[src/rtl/systolic_skew_feeder_if.sv]
`default_nettype none
// ============================================================================
// Module   : systolic_skew_feeder_if
// Brief    : Load handshake, drain control and skewed edge bus of the feeder.
// Revision : 1.0 - initial release
// ============================================================================
interface systolic_skew_feeder_if #(
    parameter int DATA_WIDTH = 4,
    parameter int N          = 4
);
    logic                    in_valid;
    logic                    in_ready;
    logic [N*DATA_WIDTH-1:0] in_data;
    logic                    start;
    logic                    busy;
    logic                    out_valid;
    logic [N*DATA_WIDTH-1:0] out_data;
    logic                    done;

    modport master (
        output in_valid, in_data, start,
        input  in_ready, busy, out_valid, out_data, done
    );

    modport slave (
        input  in_valid, in_data, start,
        output in_ready, busy, out_valid, out_data, done
    );
endinterface
`default_nettype wire

[src/rtl/systolic_skew_feeder.sv]
`default_nettype none
// ============================================================================
// Module   : systolic_skew_feeder
// Brief    : Buffers N vectors, then replays them with lane i delayed i cycles.
// Revision : 1.0 - initial release
// ============================================================================
module systolic_skew_feeder #(
    parameter int DATA_WIDTH = 4,
    parameter int N          = 4
) (
    input  wire                   clk,
    input  wire                   reset,
    systolic_skew_feeder_if.slave bus
);
    localparam int CW = $clog2(N + 1);
    localparam int TW = $clog2(2 * N - 1);
    localparam int KW = $clog2(N);
    localparam int W  = N * DATA_WIDTH;

    localparam logic [CW-1:0] c_last_beat = CW'(N - 1);
    localparam logic [TW-1:0] c_last_t    = TW'(2 * N - 2);
    localparam logic [TW:0]   c_n         = (TW + 1)'(N);

    typedef enum logic [1:0] {
        S_LOAD  = 2'd0,
        S_FULL  = 2'd1,
        S_DRAIN = 2'd2
    } state_t;

    state_t          r_state;
    logic [CW-1:0]   r_cnt;
    logic [TW-1:0]   r_t;
    logic            r_in_ready;
    logic            r_busy;
    logic            r_out_valid;
    logic            r_done;
    logic [W-1:0]    r_out_data;
    logic [W-1:0]    r_buf [N];

    logic            w_load_xfer;
    logic [TW-1:0]   w_t_next;
    logic [W-1:0]    w_slice;

    assign w_load_xfer = (r_state == S_LOAD) && bus.in_valid;
    // The slice registered at an edge is the one shown during the following cycle.
    assign w_t_next    = (r_state == S_DRAIN) ? (r_t + 1'b1) : '0;

    for (genvar i = 0; i < N; i++) begin : g_lane
        logic [TW:0] w_diff;
        logic        w_in_range;
        assign w_diff     = {1'b0, w_t_next} - (TW + 1)'(i);
        assign w_in_range = !w_diff[TW] && (w_diff < c_n);
        assign w_slice[i*DATA_WIDTH +: DATA_WIDTH] = w_in_range
            ? r_buf[w_diff[KW-1:0]][i*DATA_WIDTH +: DATA_WIDTH]
            : '0;
    end

    // Buffer is never cleared: out-of-window lanes are zero-filled above.
    always_ff @(posedge clk) begin
        if (!reset && w_load_xfer) begin
            r_buf[r_cnt[KW-1:0]] <= bus.in_data;
        end
    end

    always_ff @(posedge clk) begin
        if (reset) begin
            r_state     <= S_LOAD;
            r_cnt       <= '0;
            r_t         <= '0;
            r_in_ready  <= 1'b1;
            r_busy      <= 1'b0;
            r_out_valid <= 1'b0;
            r_done      <= 1'b0;
            r_out_data  <= '0;
        end else begin
            r_done <= 1'b0;
            case (r_state)
                S_LOAD: begin
                    if (bus.in_valid) begin
                        r_cnt <= r_cnt + 1'b1;
                        if (r_cnt == c_last_beat) begin
                            r_state    <= S_FULL;
                            r_in_ready <= 1'b0;
                        end
                    end
                end
                S_FULL: begin
                    if (bus.start) begin
                        r_state     <= S_DRAIN;
                        r_t         <= '0;
                        r_busy      <= 1'b1;
                        r_out_valid <= 1'b1;
                        r_out_data  <= w_slice;
                    end
                end
                S_DRAIN: begin
                    if (r_t == c_last_t) begin
                        r_state     <= S_LOAD;
                        r_cnt       <= '0;
                        r_t         <= '0;
                        r_busy      <= 1'b0;
                        r_out_valid <= 1'b0;
                        r_out_data  <= '0;
                        r_done      <= 1'b1;
                        r_in_ready  <= 1'b1;
                    end else begin
                        r_t        <= r_t + 1'b1;
                        r_out_data <= w_slice;
                    end
                end
                default: begin
                    r_state     <= S_LOAD;
                    r_cnt       <= '0;
                    r_t         <= '0;
                    r_in_ready  <= 1'b1;
                    r_busy      <= 1'b0;
                    r_out_valid <= 1'b0;
                    r_out_data  <= '0;
                end
            endcase
        end
    end

    assign bus.in_ready  = r_in_ready;
    assign bus.busy      = r_busy;
    assign bus.out_valid = r_out_valid;
    assign bus.out_data  = r_out_data;
    assign bus.done      = r_done;
endmodule
`default_nettype wire

[src/flat_wrapper.sv]
// flat-port wrapper written by rule: the top's interface ports become plain ports
module systolic_skew_feeder_flat 
#(
    parameter int DATA_WIDTH = 4,
    parameter int N          = 4
)
  (clk, reset, bus_in_valid, bus_in_data, bus_start, bus_in_ready, bus_busy, bus_out_valid, bus_out_data, bus_done);
  systolic_skew_feeder_if #(.DATA_WIDTH(DATA_WIDTH), .N(N)) bus_i ();
  input  wire clk;
  input  wire reset;
  input wire logic [$bits(bus_i.in_valid)-1:0] bus_in_valid;
  input wire logic [$bits(bus_i.in_data)-1:0] bus_in_data;
  input wire logic [$bits(bus_i.start)-1:0] bus_start;
  output wire logic [$bits(bus_i.in_ready)-1:0] bus_in_ready;
  output wire logic [$bits(bus_i.busy)-1:0] bus_busy;
  output wire logic [$bits(bus_i.out_valid)-1:0] bus_out_valid;
  output wire logic [$bits(bus_i.out_data)-1:0] bus_out_data;
  output wire logic [$bits(bus_i.done)-1:0] bus_done;
  assign bus_i.in_valid = bus_in_valid;
  assign bus_i.in_data = bus_in_data;
  assign bus_i.start = bus_start;
  assign bus_in_ready = bus_i.in_ready;
  assign bus_busy = bus_i.busy;
  assign bus_out_valid = bus_i.out_valid;
  assign bus_out_data = bus_i.out_data;
  assign bus_done = bus_i.done;
  systolic_skew_feeder #(.DATA_WIDTH(DATA_WIDTH), .N(N)) u_core (.clk(clk), .reset(reset), .bus(bus_i));
endmodule
[config.mk]
export PLATFORM = sky130hd
export DESIGN_NAME = systolic_skew_feeder_flat
export DESIGN_NICKNAME = d
export VERILOG_FILES = /design/src/rtl/systolic_skew_feeder_if.sv /design/src/rtl/systolic_skew_feeder.sv /design/src/flat_wrapper.sv
export SDC_FILE = /design/constraint.sdc
export NUM_CORES = 1
export LEC_CHECK = 0
export ABC_AREA = 0
export BUFFER_PORTS_ARGS = -buffer_cell sky130_fd_sc_hd__clkbuf_2
export CAP_MARGIN = 15
export CORE_MARGIN = 1
export CORE_UTILIZATION = 45
export CTS_CLUSTER_DIAMETER = 120
export DETAILED_ROUTE_END_ITERATION = 10
export PLACE_DENSITY = 0.71
export SYNTH_ARGS = -nofsm -noshare
export SYNTH_HDL_FRONTEND = slang
export SYNTH_SLANG_ARGS = --single-unit
[constraint.sdc]
create_clock -name clk -period 2.2 [get_ports clk]
set_input_delay 0.11 -clock clk [delete_from_list [all_inputs] [get_ports clk]]
set_output_delay 0.11 -clock clk [all_outputs]
set_load 0.005 [all_outputs]
==> flow_summary.yaml, run 1 <==
placed_design:
  gp_congestion: 0.794
  io_buffers: 39
  post-dp-hpwl_mm: 4.53
synth:
  ys.flop_type: "edfxtp_1"
  synth_top_area_share_pct: 52.3
  synthArstFlopShare_pct: 0
  synth_edf_count: 64
  syn_area_per_cell_um2: 16.9
  netlist_area_um2: 3680
  synth_area_leaders: "edfxtp_1 (52%), dfxtp_1 (15%), mux4_1 (6.4%)"
  ys_seq_elements: 91
  synth_most_common_cell: "edfxtp_1"
  synth_cell_types: 41
  synthesis.nets: 253
  synth_top_cell_by_area: "edfxtp_1"
  synthCells: 218
  ys_warn_count: 0
  yosysSeqAreaShare_pct: 67.0
  ys_top_cells_by_count: "edfxtp_1 (64), dfxtp_1 (27), ha_1 (15)"
routing:
  ant_nets: 0
  drtIter0Drc: 70
  routedWlPerCell_um: 17.0
  vias: 2122
  postRouteWirelength_mm: 6.75
  firstDrtPassIters: 4
  drc: 0
  viasPerCell: 5.33
power_and_ir_drop:
  p_sw_mw: 0.699
  clock_power_share_pct: 39.1
  power.density_nw_per_um2: 763
  seq_power_share_pct: 55.3
  cellLeakagePower_nw: 1.66
  switching_share_pct: 20.5
  p_total_mw: 3.40
  intPower_mw: 2.70
  peakVddDrop_mv: 0.365
  power_frac_comb_pct: 5.6
cts:
  cts_tree: "yes"
  htreeDepth: 3
  cts.path.max_buffers: 2
  cts.clk_slew.worst_paths_ns: 0.09
  cts_sinks: 91
  clkLatencyLatePin_ns: 0.36
  numCtsBuffers: 9
  cts_root_buffer: "clkbuf_8"
final_layout:
  drive_gt1_share_pct: 27.4
  multi_input_area_um2: 1130
  regArea_um2: 2460
  fillers: 619
  post-route-util_pct: 57.1
  nets: 326
  diodes: 0
  area_growth_pct: 21.3
timing:
  maxSlewViolCount: 0
  hold_viol: 0
  rsz0062_at_grt: "no"
  fin_skew_ns: 0.00936
  relSlewSlack_pct: 69.0
  fin_crit_sh_pct: 93.3
  worst_pin_slew_ns: 0.463
  fmax_ghz: 0.487
  final.setup.tns_ns: 0
  finalCriticalPeriod_ns: 2.05
  setup-violations-final: 0
critical_path:
  cp-end-kind: "flip-flop"
  critPathMaxFanout: 19
  startpoint_type: "flip-flop"
  rrSetupSlack_ns: 0.15
  cp.arrival_ns: 2.30
  critical_path_class: "reg2reg"
  cp.required_ns: 2.45
die:
  start_util_pct: 47.1
  die_area_um2: 8530
  core_um2: 7810
  io_pins: 40
  rows: 32
  die_y_um: 92.4
  die_w_um: 92.4
run_status:
  run_status: "finished, final reports clean"
global_routing:
  track_usage_pct: 17.3
  grt_pass1_vias: 2179
  overflow: 0
  antenna_found_initial: 0
  grt_pass1_wl_mm: 10.8
  grt_max_degree: 20
flow_run:
  maxCapViolCount: 0
worst_hold_path:
  hp-class: "in2reg"
==> state kept, by name, indices dropped and copies added, names as in the netlist <==
register,count
u_core.bus.done,1
u_core.r_t,3
u_core.bus.out_data,16
u_core.bus.busy,1
u_core.r_state,2
u_core.r_cnt,3
u_core.r_buf,64
u_core.bus.in_ready,1
==> per-layer routing <==
layer	up-vias	track usage, %	share of wire [%]
met5	-	0	0
met4	0	7.16	1.2
met3	10	4.43	3.9
met2	43	29.3	52
met1	1057	21.1	43
li1	1012	-	-
==> worst paths after layout <==
kind                        from  cells past startpoint                     end
max reg2reg    u_core.r_state[0]                      7  u_core.bus.out_data[5]
min reg2reg  u_core.bus.in_ready                      2     u_core.bus.in_ready
min                 bus_in_valid                      3       u_core.r_state[0]
max            u_core.r_state[0]                      7  u_core.bus.out_data[5]
==> final cells by class <==
type,count,share of cell area (%)
flip-flops and latches,91,55.3
multi-input cells,110,25.3
repair buffers,67,9.99
clock buffers,12,3.70
well taps,102,2.86
clock inverters,4,1.80
inverters,12,1.12
==> placed cells by master, fill, tap and decap left out, types with 6 or more instances in the layout <==
cell and count:
buf_4 12, inv_1 10, ha_1 15, nand2_1 9, a21oi_1 6, a32o_1 8, and2_1 6, nor2_1 6
dfxtp_1 26, mux4_1 9, clkbuf_8 12, a22o_1 8, mux4_2 7, edfxtp_1 64, clkbuf_2 39, dlygate4sd3_1 16
==> power groups by stage <==
stage / Combinational, mW / Sequential, mW / Clock (mW)
5_1_grt: 0.211 / 1.89 / 1.43
3_5_place_dp: 0.169 / 1.92 / 0
6_report: 0.191 / 1.88 / 1.33
4_1_cts: 0.193 / 1.88 / 1.36
2_1_floorplan: 0.102 / 1.92 / 0
3_3_place_gp: 0.166 / 1.92 / 0
==> stage by stage <==
stage | setup slack (ns) | std cells | instance area [um2] | hold WS, ns
6_report | 0.148 | 398 | 4460 | 0.0638
5_1_grt | 0.0431 | 398 | 4460 | 0.0615
4_1_cts | 0.107 | 398 | 4450 | 0.0445
3_5_place_dp | 0.125 | 366 | 4050 | 0.332
3_3_place_gp | 0.174 | 366 | 4050 | 0.328
2_1_floorplan | 0.0980 | 218 | 3680 | 0.189
==> critical path: stages, from the launching register on <==
cell and delay, ns:
dfxtp_1 0.34, inv_1 0.09, ha_1 0.29, nand2_4 0.12
inv_6 0.10, ha_1 0.40, mux4_1 0.34, a32o_1 0.26
==> logic make-up (layout without fill, tap and decap cells) <==
family | count (synthesis) | count (layout) | synth area share (%)
AO/OA/AOI/OAI | 35 | 35 | 7.59
XOR/XNOR | 1 | 1 | 0.238
AND/OR/NAND/NOR | 41 | 41 | 6.33
flip-flops | 91 | 91 | 67.0
adder cells (fa/ha/maj) | 15 | 15 | 5.11
buffers and inverters | 17 | 95 | 2.48
multiplexers | 18 | 18 | 11.3
==> timing repair <==
| item | in CTS | in global routing |
|---|---|---|
| setup endpoints to repair | 0 | 7 |
| setup buffers | 0 | 0 |
| gates resized for setup | 0 | 3 |
| hold endpoints to repair | 64 | 0 |
| hold buffers | 16 | 0 |
Power figures use the tool's default switching activity.
==> run 2, diff against run 1 <==
--- a/config.mk
+++ b/config.mk
@@ -13,6 +13,7 @@
 export CTS_CLUSTER_DIAMETER = 120
 export DETAILED_ROUTE_END_ITERATION = 10
 export PLACE_DENSITY = 0.71
+export RECOVER_POWER = 50
 export SYNTH_ARGS = -nofsm -noshare
 export SYNTH_HDL_FRONTEND = slang
 export SYNTH_SLANG_ARGS = --single-unit
==> run 2 against run 1 <==
Against the previous run:
- critical endpoint unchanged
- fmax fell by 0.31%
- highest routed layer unchanged
- combinational power fell by 3%
- largest cell class unchanged
- largest power group unchanged
- die area did not move
==> flow_summary.yaml, run 2 (synthesis results as in run 1) <==
die:
  die_y_um: 92.4
  io_pins: 40
  start_util_pct: 47.1
  die_w_um: 92.4
  rows: 32
  die_area_um2: 8530
  core_um2: 7810
critical_path:
  path_cells: "inv_1, ha_1, nand2_4, inv_6, ha_1, mux4_1, a32o_1"
  critical_path_class: "reg2reg"
  cp-end-kind: "flip-flop"
  cp.required_ns: 2.46
  startpoint_type: "flip-flop"
  path_common_cell: "ha_1"
  cpMaxStageDelayCell: "ha_1"
  critPathMaxFanout: 19
  cp.arrival_ns: 2.31
  max_stage_delay_ns: 0.40
routing:
  viasPerCell: 5.37
  routedWlPerCell_um: 17.0
  vias: 2138
  firstDrtPassIters: 4
  ant_nets: 0
  postRouteWirelength_mm: 6.77
  drc: 0
  drtIter0Drc: 72
cts:
  numCtsBuffers: 9
  cts_sinks: 91
  cts_root_buffer: "clkbuf_8"
  clkLatencyLatePin_ns: 0.36
  cts.clk_slew.worst_paths_ns: 0.09
  cts.path.max_buffers: 2
  htreeDepth: 3
  cts_setup_buffers: 0
  cts_tree: "yes"
global_routing:
  track_usage_pct: 17.3
  grt_pass1_vias: 2179
  antenna_found_initial: 0
  grt_max_degree: 20
  overflow: 0
  grt_pass1_wl_mm: 10.8
timing:
  maxSlewViolCount: 0
  hold_viol: 0
  finalCriticalPeriod_ns: 2.06
  fin_skew_ns: 0.00983
  hold_slack_ns: 0.0556
  final.setup.tns_ns: 0
  rsz0062_at_grt: "no"
  fin_crit_sh_pct: 93.6
  worst_pin_slew_ns: 0.450
  relSlewSlack_pct: 69.9
  fmax_ghz: 0.486
  setup-violations-final: 0
final_layout:
  final_cell_mix: "edfxtp_1 (64), dfxtp_1 (26), clkbuf_1 (25)"
  post-route-util_pct: 56.6
  finalNonFillerCells: 398
  area_growth_pct: 20.3
  nets: 326
  largest_reg_flops: 64
  final_common_cell: "edfxtp_1"
  diodes: 0
  drive_gt1_share_pct: 18.9
placed_design:
  post-dp-hpwl_mm: 4.53
  io_buffers: 39
  placed_cells: 366
  gp_congestion: 0.794
run_status:
  run_status: "finished, final reports clean"
worst_hold_path:
  hp-class: "in2reg"
power_and_ir_drop:
  p_total_mw: 3.40
  power.density_nw_per_um2: 769
  peakVddDrop_mv: 0.363
  cellLeakagePower_nw: 1.58
flow_run:
  maxCapViolCount: 0
## run 2: changes by cell type in the layout (fill, tap and decap cells not counted), sizes merged
cell    delta
buf        -2
clkbuf     +2
## run 2: where the power goes
group	total (mW)	internal [mW]	switching, mW
registers	1.88	1.87	0.0113
logic	0.185	0.0839	0.101
clock network	1.33	0.743	0.589
## run 2: final cells by class
class,instances,area [um2]
Timing Repair Buffer,67,409
Fill cell,633,3390
Inverter,12,50.0
Tap cell,102,128
Sequential cell,91,2460
Multi-Input combinational cell,110,1130
Clock buffer,12,165
Clock inverter,4,80.1
## run 2: worst paths after layout
kind / cells past startpoint / slack (ns) / end / startpoint
setup / recovery: 7 / 0.14 / u_core.bus.out_data[5] / u_core.r_state[0]
hold / removal: 3 / 0.06 / u_core.r_state[0] / bus_in_valid
setup reg to reg: 7 / 0.14 / u_core.bus.out_data[5] / u_core.r_state[0]
hold reg to reg: 2 / 0.46 / u_core.bus.in_ready / u_core.bus.in_ready
## run 2: metrics by stage
stage	instance area, um2	worst slack [ns]
finish	4420	0.142
global route	4420	0.0431
CTS	4450	0.107
detailed placement	4050	0.125
global placement	4050	0.174
floorplan	3680	0.0980
## run 2: worst max-delay path: cells and delay by family (launching register included)
family / cells / cell delay, ns
buffers and inverters: 2 / 0.19
adder cells (fa/ha/maj): 2 / 0.69
AO/OA/AOI/OAI: 1 / 0.26
multiplexers: 1 / 0.34
AND/OR/NAND/NOR: 1 / 0.12
flip-flops: 1 / 0.35
## run 2: metal layers
layer  track usage [%]  part of all wire, %  vias up
li1                  -                    -     1009
met1              21.1                   43     1064
met2              29.3                   52       51
met3              4.43                  4.2       14
met4              7.16                  1.6        0
met5                 0                    0        -
## run 2: repair_timing
item,in CTS,in global routing
endpoints found under the hold margin,64,0
setup endpoints to repair,0,7
gates resized for setup,0,3
hold buffers,16,0
